--- src/rtl/intc_pkg.sv ---
// intc_pkg: shared FSM encoding and default vector constants for the interrupt controller
package intc_pkg;
   typedef enum logic [1:0] {IDLE = 2'd0, REQ = 2'd1, SVC = 2'd2} intc_state_t;
   localparam logic [31:0] VEC_BASE_DEF   = 32'h0000_0080;
   localparam logic [31:0] VEC_STRIDE_DEF = 32'h0000_0008;
   localparam logic [31:0] NMI_VEC_DEF    = 32'h0000_0040;
   function automatic int id_width(input int n);
      return n > 1 ? $clog2(n) : 1;
   endfunction
endpackage

--- src/rtl/intc_prio_enc.sv ---
// intc_prio_enc: combinational lowest-index priority encoder
module intc_prio_enc #(
   parameter int N   = 4,
   parameter int IDW = 2
) (
   input  logic [N-1:0]   req,
   output logic           valid,
   output logic [IDW-1:0] id
);
   assign valid = |req;
   always_comb begin
      id = '0;
      for (int i = N - 1; i >= 0; i--) if (req[i]) id = IDW'(i);
   end
endmodule

--- src/rtl/interrupt_controller.sv ---
// interrupt_controller: latches IRQ/NMI edges, arbitrates them and hands one request at a time
// to the CPU controller at instruction boundaries, with single-level NMI preemption.
module interrupt_controller
   import intc_pkg::*;
#(
   parameter int          NUM_IRQ    = 4,
   parameter logic [31:0] VEC_BASE   = VEC_BASE_DEF,
   parameter logic [31:0] VEC_STRIDE = VEC_STRIDE_DEF,
   parameter logic [31:0] NMI_VEC    = NMI_VEC_DEF,
   localparam int         IDW        = id_width(NUM_IRQ)
) (
   input  logic               clk,
   input  logic               rst,
   input  logic [NUM_IRQ-1:0] irq,
   input  logic               nmi,
   input  logic [NUM_IRQ-1:0] int_mask,
   input  logic               intd,
   input  logic               boundary,
   input  logic               int_ack,
   input  logic               eret,
   output logic               int_req,
   output logic               is_nmi,
   output logic [IDW-1:0]     irq_id,
   output logic [31:0]        vector,
   output logic               in_service,
   output logic [NUM_IRQ-1:0] pending
);
   intc_state_t state, state_n;
   logic [NUM_IRQ-1:0] irq_q, clr;
   logic nmi_q, nmi_pend, nest_int, svc_nmi;
   logic [IDW-1:0] save_id, enc_id;
   logic enc_valid, nmi_cand, mask_cand, take, ack, withdraw, preempt, ret;

   function automatic logic [31:0] vec_of(input logic n, input logic [IDW-1:0] id);
      return n ? NMI_VEC : VEC_BASE + 32'(id) * VEC_STRIDE;
   endfunction

   intc_prio_enc #(.N(NUM_IRQ), .IDW(IDW)) u_enc (
      .req  (pending & int_mask & {NUM_IRQ{~intd}}),
      .valid(enc_valid),
      .id   (enc_id)
   );

   assign in_service = state == SVC || nest_int;
   assign int_req    = state == REQ;
   assign nmi_cand   = nmi_pend && !svc_nmi;
   assign mask_cand  = enc_valid && !in_service;
   assign ack        = int_req && int_ack;
   // A maskable request is pulled back if its enable drops before the controller accepts it
   assign withdraw   = int_req && !int_ack && !is_nmi && !(int_mask[irq_id] && !intd);
   assign take       = state == IDLE && boundary && (nmi_cand || mask_cand);
   assign preempt    = state == SVC && !svc_nmi && boundary && nmi_cand;
   assign ret        = state == SVC && eret;
   assign clr        = ack && !is_nmi ? NUM_IRQ'(1) << irq_id : '0;

   always_comb begin
      state_n = take || preempt ? REQ : ack ? SVC : withdraw || (ret && !nest_int) ? IDLE : state;
   end

   always_ff @(posedge clk or posedge rst) begin
      if (rst) state <= IDLE;
      else     state <= state_n;
   end

   always_ff @(posedge clk or posedge rst) begin
      if (rst) begin
         irq_q    <= '0;
         nmi_q    <= 1'b0;
         pending  <= '0;
         nmi_pend <= 1'b0;
         is_nmi   <= 1'b0;
         irq_id   <= '0;
         vector   <= '0;
         nest_int <= 1'b0;
         svc_nmi  <= 1'b0;
         save_id  <= '0;
      end else begin
         irq_q    <= irq;
         nmi_q    <= nmi;
         pending  <= (pending & ~clr) | (irq & ~irq_q);
         nmi_pend <= (nmi_pend && !(ack && is_nmi)) || (nmi && !nmi_q);
         if (take || preempt) begin
            is_nmi <= nmi_cand;
            irq_id <= nmi_cand ? '0 : enc_id;
            vector <= vec_of(nmi_cand, enc_id);
         end
         if (preempt) begin
            nest_int <= 1'b1;
            save_id  <= irq_id;
         end
         if (ack) svc_nmi <= is_nmi;
         if (ret) begin
            svc_nmi <= 1'b0;
            if (nest_int) begin
               nest_int <= 1'b0;
               is_nmi   <= 1'b0;
               irq_id   <= save_id;
               vector   <= vec_of(1'b0, save_id);
            end
         end
      end
   end
endmodule

--- config.mk ---
export PLATFORM = sky130hd
export DESIGN_NAME = interrupt_controller
export DESIGN_NICKNAME = d
export VERILOG_FILES = /design/src/rtl/intc_pkg.sv /design/src/rtl/intc_prio_enc.sv /design/src/rtl/interrupt_controller.sv
export SDC_FILE = /design/constraint.sdc
export NUM_CORES = 1
export LEC_CHECK = 0
export BUFFER_PORTS_ARGS = -buffer_cell sky130_fd_sc_hd__buf_2
export CELL_PAD_IN_SITES_DETAIL_PLACEMENT = 1
export CELL_PAD_IN_SITES_GLOBAL_PLACEMENT = 1
export CORE_UTILIZATION = 42
export CTS_CLUSTER_DIAMETER = 120
export CTS_CLUSTER_SIZE = 8
export DETAILED_ROUTE_END_ITERATION = 10
export PLACE_DENSITY = 0.78
export SLEW_MARGIN = 20
export SYNTH_ARGS = -nofsm -noshare
export SYNTH_HDL_FRONTEND = slang
export SYNTH_SLANG_ARGS = --single-unit
export TNS_END_PERCENT = 5
--- constraint.sdc ---
create_clock -name clk -period 2.55 [get_ports clk]
set_input_delay 0.51 -clock clk [delete_from_list [all_inputs] [get_ports clk]]
set_output_delay 0.51 -clock clk [all_outputs]
set_load 0.01 [all_outputs]
==> impl_results.md, run 1 <==
- P_leak: 1.294 nW
- Initial antenna violation count: 0
- CP max stage delay: 0.55 ns
- Synthesized area per cell: 12.18 µm²
- Share of post-route cells with drive strength above 1: 35.29%
- Crit end category: flip-flop
- Cells after Synth: 160
- Slew at the pin with the worst max-slew slack: 0.7279 ns
- Placer Congestion: 0.7422
- TritonCTS clock tree: yes
- Die area: 0.004915 mm²
- CP Max Fanout: 30
- Synth warn: 0
- Most common cell in the netlist: dfrtp_1
- FF-to-FF path depth: 5
- Grt ovf: 0
- Asr flop ratio synth: 100.0%
- Postcts setup bufs: 0
- Multi-input logic area: 614.3 µm²
- CP bufs+invs: 1
- Antenna cells: 0
- CTS root buffer: clkbuf_8
- Critical path cell sequence: or4b_4 > a211oi_4 > nor3_4 > buf_6 > and2_2
- CTS clk-pin slew, worst paths: 0.10 ns
- Pre-CTS setup slack: 0.03522 ns
- GRT Util Overall: 20.08%
- Post-CTS Resized: 0
- Layout area overhead: 23.12%
- Setup Crit Path Kind: flip-flop to flip-flop
- Mapped Nets: 175
- Initial cell density of the core: 44.13%
- Routed Antenna Nets: 0
- Clock Path Buffers: 2
- Starting DRC count in detailed routing: 79
- Input/output buffers: 55
- PwrDens: 829.1 mW/mm²
- Final worst slack: 0.6842 ns
- Synth cell count leaders: dfrtp_1 (51), and2_1 (26), inv_1 (10), o21ai_0 (10), nand2_1 (9)
- Worst path depth: 5
- Total CTS buffers: 5
- Vias in the first global route: 1496
- Post-synth design cell area: 0.001948 mm²
- Yosys top cell area share: 65.51%
- Startpoint types: flip-flop
- Nets: 235
- Io pins: 56
- Placement Cell Area: 0.002285 mm²
- Status: finished, final reports clean
- DP HPWL: 3.096 mm
- Rel. slew slack: 50.81%
- Maximum clock rate: 536.0 MHz
- Max Slew Vio Count: 0
- Rows: 24
- Final Power: 1.989 mW
- Hold Crit Class: input pin to async pin
- Filler cell count: 475
- Max-cap viol count: 0
- Detailed-route wire length per cell: 15.65 µm
- H-tree depth: 2
- TritonRoute pass-1 iters: 4
- DR vias: 1405
- Clock tree sinks: 51
- Arr. time, crit path: 2.07 ns
- Area contributors post-synth: dfrtp_1 (66%), and2_1 (8.3%), o21ai_0 (2.6%)
- Final min period: 1.866 ns
- Hold slack final: 0.1745 ns
- Clk Latency, worst-skew pair: 0.31 ns
- Drt drc: 0
- Largest net degree at the start of global routing: 31
- Finished layout cell area: 0.002399 mm²
- Final setup fails: 0
- Seq/Total Area, Yosys: 65.51%
- RSZ-0062 raised after global routing: false
- Detailed Route WL: 4.272 mm
- Register Area: 0.001276 mm²
- Number of synthesized flops with an enable pin: 0
- Final Cycle Share: 73.17%
- Netlist cell types: 32
- Vias per inst: 5.147
- CTS Hold Bufs: 0
- Family with the most delay on the worst path: simple AND/OR/NAND/NOR gates
- Chip height: 70.11 µm
- Final Hold Violating Endpoints: 0
- First-pass GRT wire length: 7.514 mm
- Final Skew: 0.007106 ns
- Critical path's slowest cell: or4b_4
- Largest area contributor in the netlist: dfrtp_1
- Die Width: 70.11 µm
- Area of the core: 0.004414 mm²
- VDD IR-drop max: 0.4174 mV
- Most used DFF post-synth: dfrtp_1
- Critical Path RT: 2.76 ns
- Yosys reg bits: 51
- Setup TNS: 0 ns
==> state kept, by name, summed over array words and instances, names as in the netlist <==
name / flops
irq_id: 2
irq_q: 4
is_nmi: 1
nest_int: 1
nmi_pend: 1
nmi_q: 1
pending: 4
save_id: 2
state: 2
svc_nmi: 1
vector: 32
==> worst reg2reg max path, delay by kind of cell (launching register included) <==
| family | cells | cell delay, ns |
|---|---|---|
| AO/OA/AOI/OAI | 1 | 0.28 |
| flip-flops | 1 | 0.48 |
| AND/OR/NAND/NOR | 3 | 0.84 |
| buffers and inverters | 1 | 0.18 |
==> cell usage in the layout (no fill, tap or decap), types with 2 or more instances in the layout <==
master,n
a21o_1,3
nand2b_1,2
nand3_1,2
mux2_2,2
mux2i_1,2
a21oi_1,7
buf_2,55
nor3_4,2
nor3_1,3
and2_2,2
dfrtp_1,51
clkbuf_8,5
a22o_1,2
inv_1,9
o21ai_0,10
a22oi_1,2
nor2b_1,2
and2_1,26
nor2_1,5
buf_4,3
nand2_1,9
a31o_2,2
==> final timing paths <==
check	start	end	slack, ns
setup / recovery	state[0]	vector[0]	0.68
hold / removal	rst	vector[28]	0.17
setup reg to reg	state[0]	vector[0]	0.68
hold reg to reg	nmi_q	nmi_pend	0.42
max in group asynchronous	rst	pending[0]	1.80
min in group clk	nmi	nmi_q	0.32
==> area by class of cell <==
type                       instances  area share, %
multi-input combinational         93          25.61
clock inverter                     3          1.148
tap                               52          2.713
clock buffer                       5          2.869
sequential                        51          53.21
inverter                          10          1.565
timing repair buffer              59          12.88
==> routing by layer <==
metal  track usage [%]  share of wire (%)  wire length, µm
met5                 0                  0                0
met4             10.44                2.5              108
met3             5.051                4.1              177
met2             30.13                 49             2085
met1             27.04                 44             1901
==> through the flow <==
step                utilization [%]  instances
floorplan                         -        160
detailed placement            51.76        264
global placement              51.76        264
finish                        54.34        273
CTS                           53.94        272
global route                  54.34        273
==> cell families after synthesis <==
kind of cell | count (synthesis) | share of synthesized area [%]
compound gates | 31 | 10.92
buf+inv | 16 | 3.275
flops | 51 | 65.51
mux | 4 | 2.184
simple gates | 58 | 18.11
==> where the power goes <==
group | internal, mW | total [mW] | switching, mW
clock | 0.202 | 0.484 | 0.282
sequential | 0.902 | 1.03 | 0.128
combinational | 0.193 | 0.474 | 0.282
Power figures use the tool's default switching activity.
==> run 2, diff against run 1 <==
--- a/config.mk
+++ b/config.mk
@@ -5,14 +5,15 @@
 export SDC_FILE = /design/constraint.sdc
 export NUM_CORES = 1
 export LEC_CHECK = 0
+export ABC_AREA = 1
 export BUFFER_PORTS_ARGS = -buffer_cell sky130_fd_sc_hd__buf_2
 export CELL_PAD_IN_SITES_DETAIL_PLACEMENT = 1
 export CELL_PAD_IN_SITES_GLOBAL_PLACEMENT = 1
-export CORE_UTILIZATION = 42
+export CORE_UTILIZATION = 34
 export CTS_CLUSTER_DIAMETER = 120
 export CTS_CLUSTER_SIZE = 8
 export DETAILED_ROUTE_END_ITERATION = 10
-export PLACE_DENSITY = 0.78
+export PLACE_DENSITY = 0.69
 export SLEW_MARGIN = 20
 export SYNTH_ARGS = -nofsm -noshare
 export SYNTH_HDL_FRONTEND = slang
==> constraint.sdc (replaced) <==
create_clock -name clk -period 1.6 [get_ports clk]
set_input_delay 0.32 -clock clk [delete_from_list [all_inputs] [get_ports clk]]
set_output_delay 0.32 -clock clk [all_outputs]
set_load 0.01 [all_outputs]
==> impl_results.md, run 2 <==
- CP bufs+invs: 3
- Synth warn: 0
- Max-cap viol count: 0
- Placed cell count: 345
- Max Slew Vio Count: 0
- Hold slack final: 0.1228 ns
- Mux share of post-synthesis cell area: 0%
- Final Instance Count excl. Fillers: 354
- Synth Area in XOR/XNOR: 0%
- Die area: 0.006354 mm²
- Mapped Nets: 233
- CTS clk-pin slew, worst paths: 0.10 ns
- Area contributors post-synth: dfrtp_1 (62%), nand2_1 (9.0%), nor2_1 (8.6%)
- Cells after Synth: 218
- Maximum clock rate: 660.0 MHz
- Startpoint types: flip-flop
- Final min period: 1.515 ns
- Clk Latency, worst-skew pair: 0.32 ns
- Largest net degree at the start of global routing: 28
- CTS root buffer: clkbuf_8
- First-pass GRT wire length: 8.121 mm
- Biggest regs: vector (32), irq_q (4), pending (4)
- Int Power: 1.649 mW
- Filler cell count: 695
- TritonCTS clock tree: yes
- Grt ovf: 0
- P_leak: 1.400 nW
- Initial antenna violation count: 0
- Final Hold Violating Endpoints: 0
- TritonRoute pass-1 iters: 4
- Share of post-route cells with drive strength above 1: 30.50%
- DR vias: 1610
- Final Cycle Share: 94.70%
- Area of the core: 0.005675 mm²
- Most used DFF post-synth: dfrtp_1
- Starting DRC count in detailed routing: 61
- Asr flop ratio synth: 100.0%
- Chip height: 79.71 µm
- Detailed-route wire length per cell: 13.32 µm
- Critical path's slowest cell: dfrtp_2
- Yosys top cell area share: 62.16%
- Final Power: 2.178 mW
- Most flop-heavy register: vector
- Final setup fails: 0
- Synthesized area per cell: 9.418 µm²
- Synth Area in Simple Gates: 25.11%
- Status: finished, final reports clean
- Pre-CTS setup slack: 0.1057 ns
- PwrDens: 846.6 mW/mm²
- Final worst slack: 0.08477 ns
- Placer Congestion: 0.7270
- Total CTS buffers: 5
- Sw frac: 24.30%
- Largest family of logic cells by synthesized area: simple AND/OR/NAND/NOR gates
- Number of synthesized flops with an enable pin: 0
- Routed Antenna Nets: 0
- Rel. slew slack: 72.22%
- Adder-cell share of the synthesized area: 0%
- Combinational power share: 3.9%
- CP Max Fanout: 4
- Layout area overhead: 25.29%
- Initial cell density of the core: 36.18%
- Placement Cell Area: 0.002456 mm²
- CP max stage delay: 0.45 ns
- Most common cell in the netlist: dfrtp_1
- Family with the most delay on the worst path: flip-flops
- DP HPWL: 3.507 mm
- Commonest non-fill, non-tap cell in the layout: buf_2
- Seq/Total Area, Yosys: 62.16%
- Arr. time, crit path: 1.20 ns
- VDD IR-drop max: 0.4781 mV
- Io pins: 56
- H-tree depth: 2
- Finished layout cell area: 0.002572 mm²
- Flop pwr share: 59.5%
- Final Skew: 0.01211 ns
- Critical path cell sequence: inv_2 > nor2_4 > nor2_2 > inv_1 > buf_2
- Nets: 296
- Clock Path Buffers: 2
- Yosys reg bits: 51
- GRT Util Overall: 16.84%
- Commonest non-fill, non-tap cells in the layout: buf_2 (55), dfrtp_1 (50), nand2_1 (49)
- Critical Path RT: 1.28 ns
- Clock tree sinks: 51
- Net Sw Power: 529.3 µW
- Synth Area in Compound Gates: 6.886%
- Rows: 27
- Clock power frac: 36.6%
- Setup Crit Path Kind: flip-flop to output port
- Max reg flops: 32
- Antenna cells: 0
- Vias in the first global route: 1669
- Hold Crit Class: input pin to flip-flop
- Slew at the pin with the worst max-slew slack: 0.4161 ns
- Drt drc: 0
- Largest area contributor in the netlist: dfrtp_1
- Input/output buffers: 55
- Crit end category: output port
- Detailed Route WL: 4.717 mm
- Die Width: 79.71 µm
- Synth cell count leaders: dfrtp_1 (51), nand2_1 (49), nor2_1 (47)
- Vias per inst: 4.548
- Netlist cell types: 20
- Post-synth design cell area: 0.002053 mm²
==> run 2: cells by family after synthesis <==
group / after synthesis
simple gates: 116
flops: 51
buf+inv: 26
compound gates: 25
==> run 2: power by group through the flow <==
stage,combinational [mW],clock [mW],sequential [mW]
after floorplan,0.0406,0,1.32
after global placement,0.0831,0,1.32
after detailed placement,0.0848,0,1.32
after CTS,0.0870,0.824,1.30
after global routing,0.0982,0.876,1.30
final,0.0846,0.798,1.30
==> run 2: stage by stage <==
step	TNS, ns	util, %
global route	-0.009247	45.33
detailed placement	0	43.28
finish	0	45.33
floorplan	0	-
CTS	0	45.17
global placement	0	43.28
==> run 2: what timing repair did <==
item,4_1_cts,5_1_grt
setup endpoints to repair,0,21
hold buffers,1,0
hold endpoints to repair,11,0
buffers inserted,0,0
gates resized for setup,0,3
==> run 2: metal layers <==
| layer | GRT usage (%) | part of all wire (%) | vias up |
|---|---|---|---|
| met2 | 25.64 | 44 | 40 |
| met1 | 22.96 | 49 | 762 |
| met5 | 0 | 0 | - |
| li1 | - | - | 802 |
| met3 | 5.143 | 6.1 | 6 |
| met4 | 4.909 | 1.2 | 0 |
==> run 2: worst register-to-register path, stage by stage (launching register included) <==
cell	delay [ns]
dfrtp_2	0.42
inv_2	0.06
nor2_4	0.13
nand2_1	0.15
nor2_4	0.15
inv_2	0.13
buf_12	0.18
nand2_1	0.07
nor2_1	0.04
==> run 2: path summary, 6_finish.rpt <==
kind                            startpoint    endpoint  slack (ns)  cells after the start
worst min register to register    irq_q[1]  pending[1]        0.41                      1
worst max-delay path              state[1]  in_service        0.08                      5
worst max register to register    state[1]   vector[0]        0.17                      8
max in group asynchronous              rst    state[1]        0.45                      4
worst min-delay path                irq[0]    irq_q[0]        0.12                      1
min in group asynchronous              rst  vector[25]        0.53                      3
==> run 2: layout make-up <==
class / count / area (µm²) / area share, %
tap: 72 / 90.09 / 3.502
clock inverter: 3 / 28.78 / 1.119
inverter: 20 / 77.57 / 3.016
clock buffer: 5 / 68.82 / 2.675
timing repair buffer: 62 / 367.9 / 14.30
multi-input combinational: 141 / 661.9 / 25.73
sequential: 51 / 1277 / 49.66
==> run 3, diff against run 2 <==
--- a/config.mk
+++ b/config.mk
@@ -5,15 +5,14 @@
 export SDC_FILE = /design/constraint.sdc
 export NUM_CORES = 1
 export LEC_CHECK = 0
-export ABC_AREA = 1
 export BUFFER_PORTS_ARGS = -buffer_cell sky130_fd_sc_hd__buf_2
 export CELL_PAD_IN_SITES_DETAIL_PLACEMENT = 1
 export CELL_PAD_IN_SITES_GLOBAL_PLACEMENT = 1
-export CORE_UTILIZATION = 34
+export CORE_UTILIZATION = 36
 export CTS_CLUSTER_DIAMETER = 120
 export CTS_CLUSTER_SIZE = 8
 export DETAILED_ROUTE_END_ITERATION = 10
-export PLACE_DENSITY = 0.69
+export PLACE_DENSITY = 0.71
 export SLEW_MARGIN = 20
 export SYNTH_ARGS = -nofsm -noshare
 export SYNTH_HDL_FRONTEND = slang
==> impl_results.md, run 3 (same netlist as run 1, synthesis figures left out) <==
- Largest net degree at the start of global routing: 33
- Flop pwr share: 46.7%
- CP Max Fanout: 25
- Slew at the pin with the worst max-slew slack: 0.4314 ns
- Starting DRC count in detailed routing: 54
- Initial cell density of the core: 37.66%
- Antenna cells: 0
- Maximum clock rate: 583.4 MHz
- Commonest non-fill, non-tap cell in the layout: buf_2
- Critical path cell sequence: or4b_4 > a211oi_4 > nor3_2 > buf_12 > a21o_1
- Nets: 249
- Hold Crit Class: input pin to async pin
- RSZ-0062 raised after global routing: true
- Final min period: 1.714 ns
- Finished layout cell area: 0.002550 mm²
- Pre-CTS setup slack: -0.1725 ns
- Die Width: 75.56 µm
- Layout area overhead: 30.89%
- Net Sw Power: 1.079 mW
- Die area: 0.005709 mm²
- Critical path's slowest cell: or4b_4
- Vias in the first global route: 1483
- CTS clk-pin slew, worst paths: 0.09 ns
- Chip height: 75.56 µm
- GRT Util Overall: 17.71%
- Area of the core: 0.005172 mm²
- P_leak: 1.372 nW
- Final Power: 3.337 mW
- Combinational power share: 30.8%
- CP bufs+invs: 1
- Placement Cell Area: 0.002446 mm²
- Drt drc: 0
- Clock power frac: 22.5%
- Final Hold Violating Endpoints: 0
- CTS root buffer: clkbuf_8
- Setup TNS: -3.101 ns
- CTS Hold Bufs: 0
- Commonest non-fill, non-tap cells in the layout: buf_2 (55), dfrtp_1 (50), and2_1 (26)
- Grt ovf: 0
- Postcts setup bufs: 0
- Filler cell count: 587
- H-tree depth: 2
- Family with the most delay on the worst path: simple AND/OR/NAND/NOR gates
- TritonCTS clock tree: yes
- Max-cap viol count: 0
- Clock Path Buffers: 2
- Biggest regs: vector (32), irq_q (4), pending (4)
- Sw frac: 32.35%
- Routed Antenna Nets: 0
- Violated checks: setup timing
- Clock tree sinks: 51
- Int Power: 2.258 mW
- Hold slack final: 0.01521 ns
- Io pins: 56
- Total CTS buffers: 5
- VDD IR-drop max: 0.5958 mV
- Most flop-heavy register: vector
- Placer Congestion: 0.7345
- Setup Crit Path Kind: flip-flop to flip-flop
- DP HPWL: 3.138 mm
- PwrDens: 1309 mW/mm²
- Max Slew Vio Count: 0
- Crit end category: flip-flop
- Final setup fails: 32
- Final worst slack: -0.1142 ns
- Status: complete, but fails checks
- Rel. slew slack: 71.20%
- Max reg flops: 32
- Arr. time, crit path: 1.91 ns
- TritonRoute pass-1 iters: 4
- Critical Path RT: 1.79 ns
- Input/output buffers: 55
- Share of post-route cells with drive strength above 1: 40.00%
- Detailed-route wire length per cell: 14.33 µm
- Final Cycle Share: 107.1%
- DR vias: 1427
- Initial antenna violation count: 0
- Clk Latency, worst-skew pair: 0.29 ns
- Rows: 26
- Startpoint types: flip-flop
- Final Skew: 0.002463 ns
- First-pass GRT wire length: 7.396 mm
- Detailed Route WL: 4.372 mm
- CP max stage delay: 0.56 ns
- Vias per inst: 4.679
run 3: cell types whose count changed in the layout (fill, tap and decap cells not counted), sizes merged, moves of 8 or more:
cell / change
nand2: -44
buf: +12
and2: +28
nand3: -8
nor2: -47
inv: -11
run 3: final cells by class:
class / instances / area (µm²) / share of cell area (%)
Clock inverter: 1 / 8.758 / 0.3435
Sequential cell: 51 / 1277 / 50.10
Multi-Input combinational cell: 93 / 616.8 / 24.19
Tap cell: 70 / 87.58 / 3.435
Clock buffer: 7 / 86.33 / 3.386
Timing Repair Buffer: 73 / 435.4 / 17.08
Inverter: 10 / 37.54 / 1.472
run 3: stage by stage:
step	util [%]	instances
after detailed placement	47.29	297
after global routing	49.30	305
after CTS	49.18	305
after global placement	47.29	297
after floorplan	-	160
final	49.30	305
run 3: worst paths after layout:
kind	start	endpoint	slack (ns)	cells after the start
max in group asynchronous	rst	state[0]	1.06	3
setup / recovery	nest_int	vector[3]	-0.11	5
hold / removal	rst	vector[24]	0.02	2
setup reg to reg	nest_int	vector[3]	-0.11	5
min in group clk	irq[0]	irq_q[0]	0.14	1
hold reg to reg	irq_q[0]	pending[0]	0.42	1
run 3: power groups by stage:
| stage | Combinational [mW] | Sequential (mW) | Clock [mW] |
|---|---|---|---|
| 6_report | 1.03 | 1.56 | 0.752 |
| 5_1_grt | 1.14 | 1.58 | 0.850 |
| 4_1_cts | 1.03 | 1.56 | 0.794 |
| 3_5_place_dp | 1.02 | 1.59 | 0 |
| 3_3_place_gp | 1.00 | 1.59 | 0 |
| 2_1_floorplan | 0.510 | 1.62 | 0 |
run 3: layer usage:
metal  GRT usage (%)  wire length, µm
met1           26.00             2143
met2           26.59             2013
met3           3.968              176
met4           4.938               38
met5               0                0
run 3: what timing repair did:
item	CTS	global route
pin swaps	0	1
setup endpoints to repair	32	34
gates resized for setup	1	2
